===== src/rtl/osd_video_mixer.sv =====
// Merges C_LAYERS priority-ordered OSD layers onto background YUV video.
// Two-stage pipeline gated by the pixel enable; field-counted blink phase.
module osd_video_mixer #(
  parameter int C_DAT_W   = 8,
  parameter int C_LAYERS  = 2,
  parameter int C_BLINK_W = 6
) (
  input  logic                          CK_i,
  input  logic                          AR_i,
  input  logic                          CK_EE_i,
  input  logic                          XVD_i,
  input  logic                          OSD_ON_i,
  input  logic [C_LAYERS-1:0]           LAYER_HITs_i,
  input  logic [2*C_LAYERS-1:0]         LAYER_MODEs_i,
  input  logic [C_LAYERS*C_DAT_W-1:0]   LAYER_YYs_i,
  input  logic [C_LAYERS*C_DAT_W-1:0]   LAYER_UUs_i,
  input  logic [C_LAYERS*C_DAT_W-1:0]   LAYER_VVs_i,
  input  logic [C_BLINK_W-1:0]          BLINK_PERIODs_i,
  input  logic [C_DAT_W-1:0]            YYs_i,
  input  logic [C_DAT_W-1:0]            UUs_i,
  input  logic [C_DAT_W-1:0]            VVs_i,
  output logic [C_DAT_W-1:0]            YYs_o,
  output logic [C_DAT_W-1:0]            UUs_o,
  output logic [C_DAT_W-1:0]            VVs_o,
  output logic                          OSD_HIT_o,
  output logic                          BLINK_PHASE_o
);

  localparam logic [C_BLINK_W-1:0] BLINK_ONE = C_BLINK_W'(1);

  logic                 xvd_d;
  logic                 tick;
  logic [C_BLINK_W-1:0] blink_cnt;
  logic                 blink_phase;

  assign tick = xvd_d & ~XVD_i;

  always_ff @(posedge CK_i or posedge AR_i) begin
    if (AR_i) begin
      xvd_d       <= 1'b1;
      blink_cnt   <= '0;
      blink_phase <= 1'b1;
    end else if (CK_EE_i) begin
      xvd_d <= XVD_i;
      if (BLINK_PERIODs_i == '0) begin
        blink_cnt   <= '0;
        blink_phase <= 1'b1;
      end else if (tick) begin
        // >= so a period shrunk below the running count wraps on the next tick
        if (blink_cnt >= BLINK_PERIODs_i - BLINK_ONE) begin
          blink_cnt   <= '0;
          blink_phase <= ~blink_phase;
        end else begin
          blink_cnt <= blink_cnt + BLINK_ONE;
        end
      end
    end
  end

  function automatic logic eligible(input logic [1:0] mode, input logic hit, input logic phase);
    return hit && ((mode == 2'b01) || (mode == 2'b10) || ((mode == 2'b11) && phase));
  endfunction

  logic               sel_hit;
  logic               sel_blend;
  logic [C_DAT_W-1:0] sel_y, sel_u, sel_v;

  // Walk from lowest to highest priority so the lowest eligible index overwrites.
  always_comb begin
    sel_hit   = 1'b0;
    sel_blend = 1'b0;
    sel_y     = '0;
    sel_u     = '0;
    sel_v     = '0;
    for (int k = C_LAYERS - 1; k >= 0; k--) begin
      if (OSD_ON_i && eligible(LAYER_MODEs_i[2*k +: 2], LAYER_HITs_i[k], blink_phase)) begin
        sel_hit   = 1'b1;
        sel_blend = (LAYER_MODEs_i[2*k +: 2] == 2'b10);
        sel_y     = LAYER_YYs_i[k*C_DAT_W +: C_DAT_W];
        sel_u     = LAYER_UUs_i[k*C_DAT_W +: C_DAT_W];
        sel_v     = LAYER_VVs_i[k*C_DAT_W +: C_DAT_W];
      end
    end
  end

  logic               s1_hit, s1_blend;
  logic [C_DAT_W-1:0] s1_ly, s1_lu, s1_lv;
  logic [C_DAT_W-1:0] s1_by, s1_bu, s1_bv;

  always_ff @(posedge CK_i or posedge AR_i) begin
    if (AR_i) begin
      s1_hit   <= 1'b0;
      s1_blend <= 1'b0;
      s1_ly    <= '0;
      s1_lu    <= '0;
      s1_lv    <= '0;
      s1_by    <= '0;
      s1_bu    <= '0;
      s1_bv    <= '0;
    end else if (CK_EE_i) begin
      s1_hit   <= sel_hit;
      s1_blend <= sel_blend;
      s1_ly    <= sel_y;
      s1_lu    <= sel_u;
      s1_lv    <= sel_v;
      s1_by    <= YYs_i;
      s1_bu    <= UUs_i;
      s1_bv    <= VVs_i;
    end
  end

  function automatic logic [C_DAT_W-1:0] mix(input logic [C_DAT_W-1:0] bg, input logic [C_DAT_W-1:0] ly,
                                             input logic hit, input logic blend);
    logic [C_DAT_W:0] sum;
    sum = {1'b0, bg} + {1'b0, ly} + (C_DAT_W + 1)'(1);
    if (!hit)      return bg;
    else if (blend) return sum[C_DAT_W:1];
    else           return ly;
  endfunction

  always_ff @(posedge CK_i or posedge AR_i) begin
    if (AR_i) begin
      YYs_o     <= '0;
      UUs_o     <= '0;
      VVs_o     <= '0;
      OSD_HIT_o <= 1'b0;
    end else if (CK_EE_i) begin
      YYs_o     <= mix(s1_by, s1_ly, s1_hit, s1_blend);
      UUs_o     <= mix(s1_bu, s1_lu, s1_hit, s1_blend);
      VVs_o     <= mix(s1_bv, s1_lv, s1_hit, s1_blend);
      OSD_HIT_o <= s1_hit;
    end
  end

  assign BLINK_PHASE_o = blink_phase;

endmodule


===== config.mk =====
export PLATFORM = sky130hd
export DESIGN_NAME = osd_video_mixer
export DESIGN_NICKNAME = d
export VERILOG_FILES = /design/src/rtl/osd_video_mixer.sv
export SDC_FILE = /design/constraint.sdc
export NUM_CORES = 1
export LEC_CHECK = 0
export BUFFER_PORTS_ARGS = -buffer_cell sky130_fd_sc_hd__buf_2
export CORE_ASPECT_RATIO = 0.8
export CORE_MARGIN = 3
export CORE_UTILIZATION = 37
export DETAILED_ROUTE_END_ITERATION = 10
export SYNTH_ARGS = -nofsm -noshare
export SYNTH_HDL_FRONTEND = slang
export SYNTH_SLANG_ARGS = --single-unit

===== constraint.sdc =====
create_clock -name CK_i -period 6.7 [get_ports CK_i]
set_input_delay 1.34 -clock CK_i [delete_from_list [all_inputs] [get_ports CK_i]]
set_output_delay 1.34 -clock CK_i [all_outputs]
set_load 0.05 [all_outputs]

Yosys cells after proc, flatten, opt, wreduce, memory -nomap -nowiden

Index checks and enable logic that the tools add are counted.

Input bits: 89
Logic and storage cells: 70
Output and inout bits: 26
Bits in registers: 83

Reduce and logical (&&, ||, !) cells: 15
Add/sub/neg operators: 8
$lt $le $gt $ge: 1
Eq/ne operators: 6
Bitwise gates (word level): 3
Muxes and demuxes: 22

Operator list:

| operator              | number |
|---|---|
| $mux W8               | 12 |
| $add A8 B8 Y9         | 3 |
| $add A9 B1 Y9 const B | 3 |
| $mux W6               | 3 |
| $eq A2 B2 Y1 const B  | 4 |
| $mux W1               | 7 |
| $add A6 B1 Y6 const B | 1 |
| $ge A6 B6 Y1          | 1 |
| $logic_and A1 B1 Y1   | 6 |
| $logic_not A6 Y1      | 1 |
| $sub A6 B1 Y6 const B | 1 |
| $eq A2 B1 Y1 const B  | 2 |
| $logic_or A1 B1 Y1    | 4 |
| $reduce_bool A2 Y1    | 2 |
| $reduce_and A3 Y1     | 1 |
| $not A1 Y1            | 2 |
| $reduce_and A2 Y1     | 1 |
| $and A1 B1 Y1         | 1 |

Longest topological paths before layout

Depth in word-level cells: 7
Gate-level depth with buffers: 10
Gate-level depth less buffers: 10

Worst setup path before layout

No wires, ideal clock.

Path type: input to register
Start: input port BLINK_PERIODs_i[4]
End: register blink_cnt[2]
Arrival: 3225 ps
Slack: 3351 ps
Buffers on the path: 0
Required time: 6576 ps
Library setup time: 124 ps
Cell stages on the path: 9
Path through: or3_4 -> nor3_1 -> xnor2_1 -> ha_1 -> nand2_1 -> or3_1 -> o211ai_2 -> nor4_1 -> a211o_1

Word-level cells in the longest chain between the ends: 5
Elaborated cells between the ends (all ways): 8
Those cells by class: 1 x add/sub; 1 x order compare; 3 x mux; 3 x reduce/logical

Ends and longest elaborated chain:

| element              | RTL line | RTL |
|---|---|---|
| from (decl)          | 18       | `input logic [C_BLINK_W-1:0] BLINK_PERIODs_i,` |
| $sub A6 B1 Y6        | 50       | `if (blink_cnt >= BLINK_PERIODs_i - BLINK_ONE) begin` |
| $ge A6 B6 Y1         | 50       |  |
| $mux W6              | 50       |  |
| $mux W6              | 48       | `end else if (tick) begin` |
| $mux W6              | 45       | `if (BLINK_PERIODs_i == '0) begin` |
| to (signal assigned) | 54       | `blink_cnt <= blink_cnt + BLINK_ONE;` |
| to (decl)            | 33       | `logic [C_BLINK_W-1:0] blink_cnt;` |

Parallel ways exist; a longest one is shown, timed or not. The select of a mux whose other input is x is not followed.
A chain may end at the register's enable or synchronous reset.

Worst setup path in the final report

Same ends and word-level chain as after synthesis.

==> metrics.md <==
| Metric | Value |
|---|---|
| Yosys cell types | roughly 50 |
| Mean Syn Cell Area | 9.55 um2 |
| Number of synthesized flops with an enable pin | 0 |
| Vias per std cell | 5.36 |
| Clock-pin slew on the worst setup and hold paths | approximately 60 ps |
| Worst path max stage delay | 390 ps |
| Die width | between 100 and 150 um |
| WS Path Type | input pin to register |
| Core area | between 0.01 and 0.015 mm2 |
| TNS Setup | 0 ps |
| Buf/Inv on CP | 1 |
| CP arrival | about 3500 ps |
| Hold buffer count at CTS | 0 |
| N_diodes | 0 |
| Slew HR | between 20% and 30% |
| Top cell type's share of synthesized area | 40.5% |
| Worst skew pair latency | approximately 340 ps |
| Clock Path Buffers | 2 |
| Max VDD drop | ~0.00012 V |
| Number of gates given a new drive strength after cts | 0 |
| Cells after synthesis | ~520 |
| Endpoints failing setup | 0 |
| Gpl congestion | 0.868 |
| Initial antenna violation count | 0 |
| Clk sinks | a little over 80 |
| Pre-antenna DRT Iters | 4 |
| Ys flop type | dfrtp_1 |
| Fin worst setup slack | ~3400 ps |
| FP Rows | 37 |
| Layout Skew | slightly below 5 ps |
| Grt total ovfl | 0 |
| Total Routing Usage GR | around 18% |
| Setup crit start kind | input pin |
| Share of cells above drive strength 1 | between 20% and 30% |
| Drt wl/cell | approximately 16 um |
| Chip height | around 110 um |
| Number of global-route vias before repair | between 4k and 5k |
| Area grow syn2layout | 21.3% |
| Ys async rst share | 100% |
| HPWL Detailed | 9.21 mm |
| Largest net degree at the start of global routing | 90 |
| # IOs | between 100 and 150 |
| Final worst path period share | about half |
| Warnings from Yosys | 0 |
| DR vias | around 4.3k |
| Antenna viol nets, final | 0 |
| Maxcap violations | 0 |
| Status | completed |
| Least-Margin Pin Slew | 1190 ps |
| Req. time, crit path | roughly 6900 ps |
| IO buf count | 114 |
| Number of DRC markers in iteration 0 | ~220 |
| Mapped Nets | 650 |
| CP top delay family | simple AND/OR/NAND/NOR gates |
| DRC | 0 |
| Slowest-stage cell, CP | or3_4 |
| Nets | between 700 and 800 |
| Period minus WS final | roughly 3300 ps |
| Yosys reg bits | 83 |
| Yosys top cell by area | dfrtp_1 |
| Crit end category | register |
| Htree depth | 3 |
| DRT Wirelength | 13.3 mm |
| Syn Std Cell Area | 0.00500 mm2 |
| Leading post-synthesis cells by cell area | dfrtp_1 (41%), ha_1 (8.5%), nor2_1 (5.5%) |
| Setup Buffers After CTS | 0 |
| Max-slew violations | 0 |
| Initial Util | 38.3% |
| Max Fclk | 305 MHz |
| Total CTS buffers | 9 |
| Worst-path cell chain | buf_2 -> or3_4 -> nor3_1 -> xnor2_1 -> ha_1 -> nand2_1 -> or3_1 -> o211ai_2 -> nor4_1 -> a211o_1 |
| Root Buffer | clkbuf_16 |
| CTS tree | built |
| Cell Pwr Density | 300 mW/mm2 |
| DIE AREA | 0.0150 mm2 |
| Global-route wire length before repair | approximately 21 mm |
| Pre-CTS setup slack | slightly above 3000 ps |
| Worst min path class | register to register |
| Endpoints failing hold | 0 |
| Critical path peak fanout | 6 |
| P_leak | 0.00279 uW |
| Unrepaired setup endpoints after global routing | false |
| Sequential-to-total area share from yosys stat | about two fifths |
[cell families after synthesis]
kind of cell    share of synthesized area (%)
xor+xnor                                 3.33
buf+inv                                  3.55
compound gates                           20.4
flops                                    41.5
simple gates                             14.5
mux                                      6.98
fa+ha+maj                                9.70
[flip-flops by register name (all words and copies together), names as in the netlist, 6 cells and up]
signal and flops:
blink_cnt 6, s1_bu 8, s1_by 8, s1_ly 8, UUs_o 8, YYs_o 8, s1_lv 8, VVs_o 8
s1_bv 8, s1_lu 8
[layer usage]
layer,GRT usage (%),wire length (um)
met4,5.61,233
met1,25.4,6260
met2,28.8,6000
met5,0,0
met3,3.68,777
[synth_stat cells (all sizes together) (5+ instances only)]
master  number
xnor2       10
o211ai       7
nor2        73
a21oi       42
a21o         9
xor2         9
a211oi       7
or3         14
o221ai       6
inv         16
o22ai        5
mux2        23
o21ai       20
mux2i        9
dfrtp       81
clkbuf      26
nor3         8
nand2       40
ha          34
a221oi      30
[where the power goes]
group / switching (uW) / internal [uW] / leakage (uW)
Combinational: 368 / 221 / 0.00164
Clock: 206 / 363 / 0.000165
Sequential: 78.7 / 583 / 0.000981
[area by class of cell]
type / instances / area (um2)
clock buffers: 9 / 225
clock inverters: 7 / 116
fillers: 1291 / 6980
inverters: 16 / 61.3
multi-input cells: 396 / 2750
flip-flops and latches: 83 / 2080
well taps: 175 / 219
repair buffers: 120 / 616
[cell usage in the layout, fill, tap and decap left out, types with 7 or more instances in the layout]
cell type / instances
nor2_1: 73
a211oi_1: 7
a21oi_1: 41
nor3_1: 8
inv_1: 15
mux2i_1: 9
a21o_1: 9
ha_1: 34
or3_1: 13
nand2_1: 40
o21ai_0: 20
a221oi_1: 30
buf_2: 114
clkbuf_16: 9
xnor2_1: 10
mux2_2: 23
dfrtp_1: 81
xor2_1: 9
[stage by stage]
stage          instance area (um2)  utilization (%)  power [uW]  hold WS, ps  cells
2_1_floorplan                 5000                -        1100          497    524
3_3_place_gp                  5730             43.9        1240          463    790
3_5_place_dp                  5730             43.9        1260          467    790
4_1_cts                       6070             46.5        1840          495    806
5_1_grt                       6070             46.5        1930          517    806
6_report                      6070             46.5        1820          489    806
[worst paths after layout]
| kind | startpoint | end | slack, ps | depth (start not counted) |
|---|---|---|---|---|
| worst max-delay path | BLINK_PERIODs_i[4] | blink_cnt[2] | 3420 | 10 |
| worst min-delay path | UUs_o[0] | UUs_o[0] | 490 | 1 |
| worst max register to register | s1_by[0] | YYs_o[7] | 4390 | 7 |
| worst min register to register | UUs_o[0] | UUs_o[0] | 490 | 1 |
| max in group asynchronous | AR_i | s1_lv[1] | 4660 | 3 |
| min in group asynchronous | AR_i | s1_bv[7] | 1310 | 3 |
Power figures use the tool's default switching activity.
